===== src/rtl/monitor_temperatura_reator.sv =====
// Reactor temperature monitor: confirms HIGH/LOW excursions over N_CONFIRMA
// consecutive samples with hysteresis, and detects sensor faults and sample starvation.
module monitor_temperatura_reator #(
    parameter int LIMIAR_ALTO  = 200,
    parameter int LIMIAR_BAIXO = 180,
    parameter int N_CONFIRMA   = 3,
    parameter int TIMEOUT      = 1000
) (
    input  logic       CLOCK,
    input  logic       RESET_N,
    input  logic [7:0] temperatura,
    input  logic       amostra_valida,
    output logic       S,
    output logic       falha_sensor,
    output logic       amostra_aceita
);

    typedef enum logic [2:0] {
        NORMAL,
        SUSPEITA_ALTA,
        ALERTA,
        SUSPEITA_BAIXA,
        FALHA
    } t_estado;

    typedef enum logic [1:0] {
        C_MID,
        C_BAIXO,
        C_ALTO,
        C_FALHA
    } t_classe;

    // Thresholds held at 9 bits so LIMIAR_ALTO = 256 (never HIGH) stays representable.
    localparam logic [8:0]  ALTO   = 9'(LIMIAR_ALTO);
    localparam logic [8:0]  BAIXO  = 9'(LIMIAR_BAIXO);
    localparam logic [3:0]  N_C    = 4'(N_CONFIRMA);
    localparam logic [15:0] WD_MAX = 16'(TIMEOUT);
    localparam logic [15:0] WD_EXP = 16'(TIMEOUT - 1);

    function automatic t_classe f_classifica(input logic [7:0] t);
        t_classe c;
        if (t == 8'hFF)
            c = C_FALHA;
        else if ({1'b0, t} >= ALTO)
            c = C_ALTO;
        else if ({1'b0, t} < BAIXO)
            c = C_BAIXO;
        else
            c = C_MID;
        return c;
    endfunction

    t_estado     r_estado;
    logic [3:0]  r_conf;
    logic [15:0] r_wd;
    logic        r_aceita;

    t_estado     w_estado_prox;
    logic [3:0]  w_conf_prox;
    logic [3:0]  w_conf_inc;
    logic [15:0] w_wd_prox;
    logic        w_expira;
    t_classe     w_classe;

    assign w_classe   = f_classifica(temperatura);
    assign w_conf_inc = r_conf + 4'd1;
    assign w_expira   = !amostra_valida && (r_wd == WD_EXP);
    // Watchdog parks at TIMEOUT so it fires once per starvation period.
    assign w_wd_prox  = amostra_valida     ? 16'd0 :
                        (r_wd == WD_MAX)   ? r_wd  : r_wd + 16'd1;

    always_ff @(posedge CLOCK or negedge RESET_N) begin
        if (!RESET_N) begin
            r_estado <= NORMAL;
            r_conf   <= 4'd0;
            r_wd     <= 16'd0;
            r_aceita <= 1'b0;
        end else begin
            r_estado <= w_estado_prox;
            r_conf   <= w_conf_prox;
            r_wd     <= w_wd_prox;
            r_aceita <= amostra_valida;
        end
    end

    always_comb begin
        w_estado_prox = r_estado;
        w_conf_prox   = r_conf;
        if (amostra_valida) begin
            if (w_classe == C_FALHA) begin
                w_estado_prox = FALHA;
                w_conf_prox   = 4'd0;
            end else begin
                case (r_estado)
                    NORMAL: begin
                        if (w_classe == C_ALTO) begin
                            if (N_C == 4'd1) begin
                                w_estado_prox = ALERTA;
                                w_conf_prox   = 4'd0;
                            end else begin
                                w_estado_prox = SUSPEITA_ALTA;
                                w_conf_prox   = 4'd1;
                            end
                        end
                    end
                    SUSPEITA_ALTA: begin
                        if (w_classe == C_ALTO) begin
                            if (w_conf_inc == N_C) begin
                                w_estado_prox = ALERTA;
                                w_conf_prox   = 4'd0;
                            end else begin
                                w_conf_prox   = w_conf_inc;
                            end
                        end else begin
                            w_estado_prox = NORMAL;
                            w_conf_prox   = 4'd0;
                        end
                    end
                    ALERTA: begin
                        if (w_classe == C_BAIXO) begin
                            if (N_C == 4'd1) begin
                                w_estado_prox = NORMAL;
                                w_conf_prox   = 4'd0;
                            end else begin
                                w_estado_prox = SUSPEITA_BAIXA;
                                w_conf_prox   = 4'd1;
                            end
                        end
                    end
                    SUSPEITA_BAIXA: begin
                        if (w_classe == C_BAIXO) begin
                            if (w_conf_inc == N_C) begin
                                w_estado_prox = NORMAL;
                                w_conf_prox   = 4'd0;
                            end else begin
                                w_conf_prox   = w_conf_inc;
                            end
                        end else begin
                            w_estado_prox = ALERTA;
                            w_conf_prox   = 4'd0;
                        end
                    end
                    FALHA: begin
                        // Recovery from a fault always lands in ALERTA, never NORMAL.
                        if (w_conf_inc == N_C) begin
                            w_estado_prox = ALERTA;
                            w_conf_prox   = 4'd0;
                        end else begin
                            w_conf_prox   = w_conf_inc;
                        end
                    end
                    default: begin
                        w_estado_prox = NORMAL;
                        w_conf_prox   = 4'd0;
                    end
                endcase
            end
        end else if (w_expira) begin
            w_estado_prox = FALHA;
            w_conf_prox   = 4'd0;
        end
    end

    always_comb begin
        S              = (r_estado == ALERTA) || (r_estado == SUSPEITA_BAIXA) ||
                         (r_estado == FALHA);
        falha_sensor   = (r_estado == FALHA);
        amostra_aceita = r_aceita;
    end

endmodule


===== config.mk =====
export PLATFORM = sky130hd
export DESIGN_NAME = monitor_temperatura_reator
export DESIGN_NICKNAME = d
export VERILOG_FILES = /design/src/rtl/monitor_temperatura_reator.sv
export SDC_FILE = /design/constraint.sdc
export NUM_CORES = 1
export LEC_CHECK = 0
export ABC_AREA = 1
export CAP_MARGIN = 40
export CORE_UTILIZATION = 53
export CTS_CLUSTER_DIAMETER = 100
export DETAILED_ROUTE_END_ITERATION = 8
export PLACE_DENSITY = 0.77
export SLEW_MARGIN = 20
export SYNTH_ARGS = -nofsm -noshare
export SYNTH_HDL_FRONTEND = slang
export SYNTH_SLANG_ARGS = --single-unit

===== constraint.sdc =====
create_clock -name CLOCK -period 1.96 [get_ports CLOCK]
set_clock_uncertainty 0.2 [all_clocks]
set_input_delay 0.588 -clock CLOCK [delete_from_list [all_inputs] [get_ports CLOCK]]
set_output_delay 0.588 -clock CLOCK [all_outputs]
set_load 0.01 [all_outputs]

==> summary.md <==
The final reports fail on setup timing. The required time reported for the critical path endpoint was 1.17 ns. For the number of global-route vias before repair, the log shows 1327.

The flow ran to the end, but the final reports show violations. The worst-case IR drop observed on VDD is 0.626 mV. The number of antenna diodes in the final layout is 0. The clock input transition at the sequential cells of the worst setup and hold paths works out to 0.13 ns.

The final weighted congestion in routability-driven placement came out at 0.933. In this run, synthesis produced a sequential element count of 24. Peak fanout along the critical path: 3. The path class of the tightest hold or removal check is reg -> reg. For this design the top-level I/O count stands at 14.

Synthesized netlist net count: 231. CTS placed an instance of clkbuf_4 at the clock tree root. The die covers 3110 um^2.

The number of standard-cell rows in the floorplan is 19, and the horizontal extent of the die is 55.8 um. The logs give 0 for the final max-slew violation count and 4 for the first-pass iteration count of the detailed router. In this run, post-CTS hold repair placed 0 buffers. Library cell occupying the most area in the post-synthesis netlist: dfrtp_1. In the routed design, unresolved DRC markers number 0. In the post-synthesis netlist, the biggest area contributors are dfrtp_1 39%, nand2_1 13%, inv_1 7.1%, nand3_1 6.9%, nor2_1 6.9%. The final layout contains 262 nets.

For this run, the top clock speed supported by timing is 502 MHz. Measured in cells, the most critical reg-to-reg path has a length of 10. Of the synthesized area, sequential elements account for 39.2%. The tools report the sink of the worst hold path as r_wd[5]$_DFFE_PN0P_. The number of antenna violations at the first check in global routing is 0. The number of max-cap violations was 0; the post-route fraction of the period consumed by the critical path was 102%. Transition time of the tightest slew-check pin: 0.311 ns. The cell count after synthesis was 216; the number of nets with antenna violations after routing was 0.

The run gives 1 as the H-tree depth. The run gives 277 as the final instance count without filler cells. The logs give 50 for the initial detailed-routing violation count and 5.40 mm for the first-pass GRT wire length. Of all flip-flops after synthesis, the portion carrying an async set or reset was 100%. The total clock sinks was 24; the power per cell area was 802 nW/um^2. In this run, synthesis inferred 0 flip-flops with an integrated enable. The worst path in the final design needs a cycle of 1.99 ns, including I/O delays and setup. Counting along the longest clock path gives a buffer depth of 2.

Summing over every cut layer, the via total after detailed routing is 1424. The signed area change from the synthesized netlist to the final layout was 21.5%. Setup repair after global routing could not meet its margin everywhere. The leading cell type by number of instances after synthesis is nand2_1. The placed wire-length estimate is 2.37 mm.

The post-detailed-route via-to-cell ratio was 5.14. In this run the critical register-to-register path is launched from r_estado[1]$_DFFE_PN0P_. The later pin in the worst-skew pair is clocked with a latency of 0.31 ns. For the worst max-slew margin expressed relative to the limit, the log shows 79.0%. The number of buffers added by the clock tree synthesis step is 3, and the post-route core utilization is 67.6%. Data on the critical path arrives at its endpoint at 1.20 ns. The port buffer count is 13, and the average wire per cell in the routed design is 11.2 um. The largest net degree at the start of global routing is 25, and the share of layout cells above drive strength 1 is 20.3%.

Startpoint of the worst hold path: r_wd[5]$_DFFE_PN0P_. In this run the static leakage power is 0.883 nW. The final count of hold timing violations is 0. The endpoint kind of the worst setup timing path is an output pin. A synthesized cell averages 7.10 um^2. Counting tap cells, the placed design contains a total of 269 instances. Setup slack on the worst reg-to-reg path comes out at 0.07 ns.

The number of warning messages in the yosys log is 0, and the number of different library cells in the post-synthesis netlist is 27. TritonCTS built the clock tree. Global routing used 21.6% of the available tracks. Summing internal, switching and leakage power gives 1.50 mW. The logs give -0.0324 ns for the worst path setup slack after routing and 55.6% for the starting density of the core. STA classifies the critical path startpoint as a flip-flop.

Dominant synthesized flop cell: dfrtp_1. The total global routing overflow is 0, and the die height is 55.8 um. The aggregate negative setup slack is -0.0324 ns. After detailed routing, the total wire length is 3.12 mm. Critical path class: reg -> out.

The fraction of synthesized cell area taken by the top area cell type was 39.2%; the placeable core region was 2760 um^2. Ranked by instance count, the synthesized netlist is headed by 52 x nand2_1, 29 x inv_1, 28 x nor2_1, 24 x dfrtp_1, 21 x nand3_1. The endpoint identified for the worst register-to-register timing path is r_estado[2]$_DFFE_PN0P_. Number of stages on the worst hold path: 1. The logs give 1530 um^2 for the mapped cell area and 1 for the final-report setup violation count.
-- where the power goes --
part	switching [mW]	leakage (nW)	internal, mW
clock network	0.137	0.0210	0.113
registers	0.0576	0.326	0.546
logic	0.338	0.537	0.303
-- how the worst max path moves through the flow --
stage                                       start                      end  slack (ns)
after floorplan                    temperatura[7]  r_estado[1]$_DFFE_PN0P_        0.28
after global placement             temperatura[7]  r_estado[1]$_DFFE_PN0P_       -0.24
after detailed placement           temperatura[7]  r_estado[2]$_DFFE_PN0P_       -0.30
after CTS                 r_estado[0]$_DFFE_PN0P_                        S       0.004
after global routing      r_estado[1]$_DFFE_PN0P_                        S       -0.11
final                     r_estado[1]$_DFFE_PN0P_                        S       -0.03
-- cells in the final DEF, fill, tap and decap left out --
cell / n
a21oi_1: 7
nor2_1: 25
clkbuf_8: 1
ha_1: 4
nor4_1: 1
xor2_1: 2
nor2_2: 7
nor3_2: 1
clkbuf_4: 3
buf_2: 2
nor2_4: 3
nand3_2: 4
inv_1: 28
nand3b_1: 2
buf_6: 1
nand2_2: 5
inv_2: 4
o21ai_2: 1
o21ai_1: 4
o21ai_0: 12
a211oi_1: 1
dlygate4sd2_1: 1
nand3_4: 1
nand3_1: 18
or2_2: 1
clkdlybuf4s50_1: 10
nand4_1: 4
a21oi_2: 1
nor3_1: 2
dfrtp_1: 24
nor3b_1: 1
nand2_1: 50
buf_4: 15
-- metal layers --
metal,GRT usage [%],vias up,part of all wire (%)
met3,5.35,8,3.1
met5,0,-,0
met1,28.2,642,50
li1,-,752,-
met2,35.5,22,45
met4,6.07,0,1.8
-- cells by family (layout without fill, tap and decap cells) --
family          count (synthesis)  count (layout)  synth area share [%]
xor+xnor                        2               2                  1.14
compound gates                 26              26                  9.14
simple gates                  125             125                  38.5
buf+inv                        35              65                  8.81
flops                          24              24                  39.2
fa+ha+maj                       4               4                  3.26
-- state kept, by name, indices dropped and copies added (netlist names) --
| signal | flops |
|---|---|
| amostra_aceita | 1 |
| r_conf | 4 |
| r_estado | 3 |
| r_wd | 16 |
-- worst max-delay path, stage by stage, from the launching register on --
cell and delay (ns):
dfrtp_1 0.43, nor2_2 0.16, nand2_2 0.09, o21ai_1 0.07, buf_2 0.14
-- cell type report --
cell class / count / area (um^2)
clock buffers: 4 / 36.3
fillers: 246 / 893
inverters: 32 / 120
multi-input cells: 157 / 826
flip-flops and latches: 24 / 601
well taps: 31 / 38.8
repair buffers: 29 / 243
-- metrics by stage --
stage	cell area [um^2]	setup WS [ns]	hold WS (ns)
finish	1860	-0.0324	0.326
global route	1860	-0.105	0.347
CTS	1840	0.00383	0.324
detailed placement	1780	-0.297	0.303
global placement	1780	-0.240	0.284
floorplan	1530	0.278	0.0924
-- timing repair --
item | CTS | global route
buffers inserted | 5 | 0
resized for setup | 13 | 8
pin swaps | 1 | 1
endpoints found under the setup margin | 3 | 9
(Power assumes the default switching activity.)
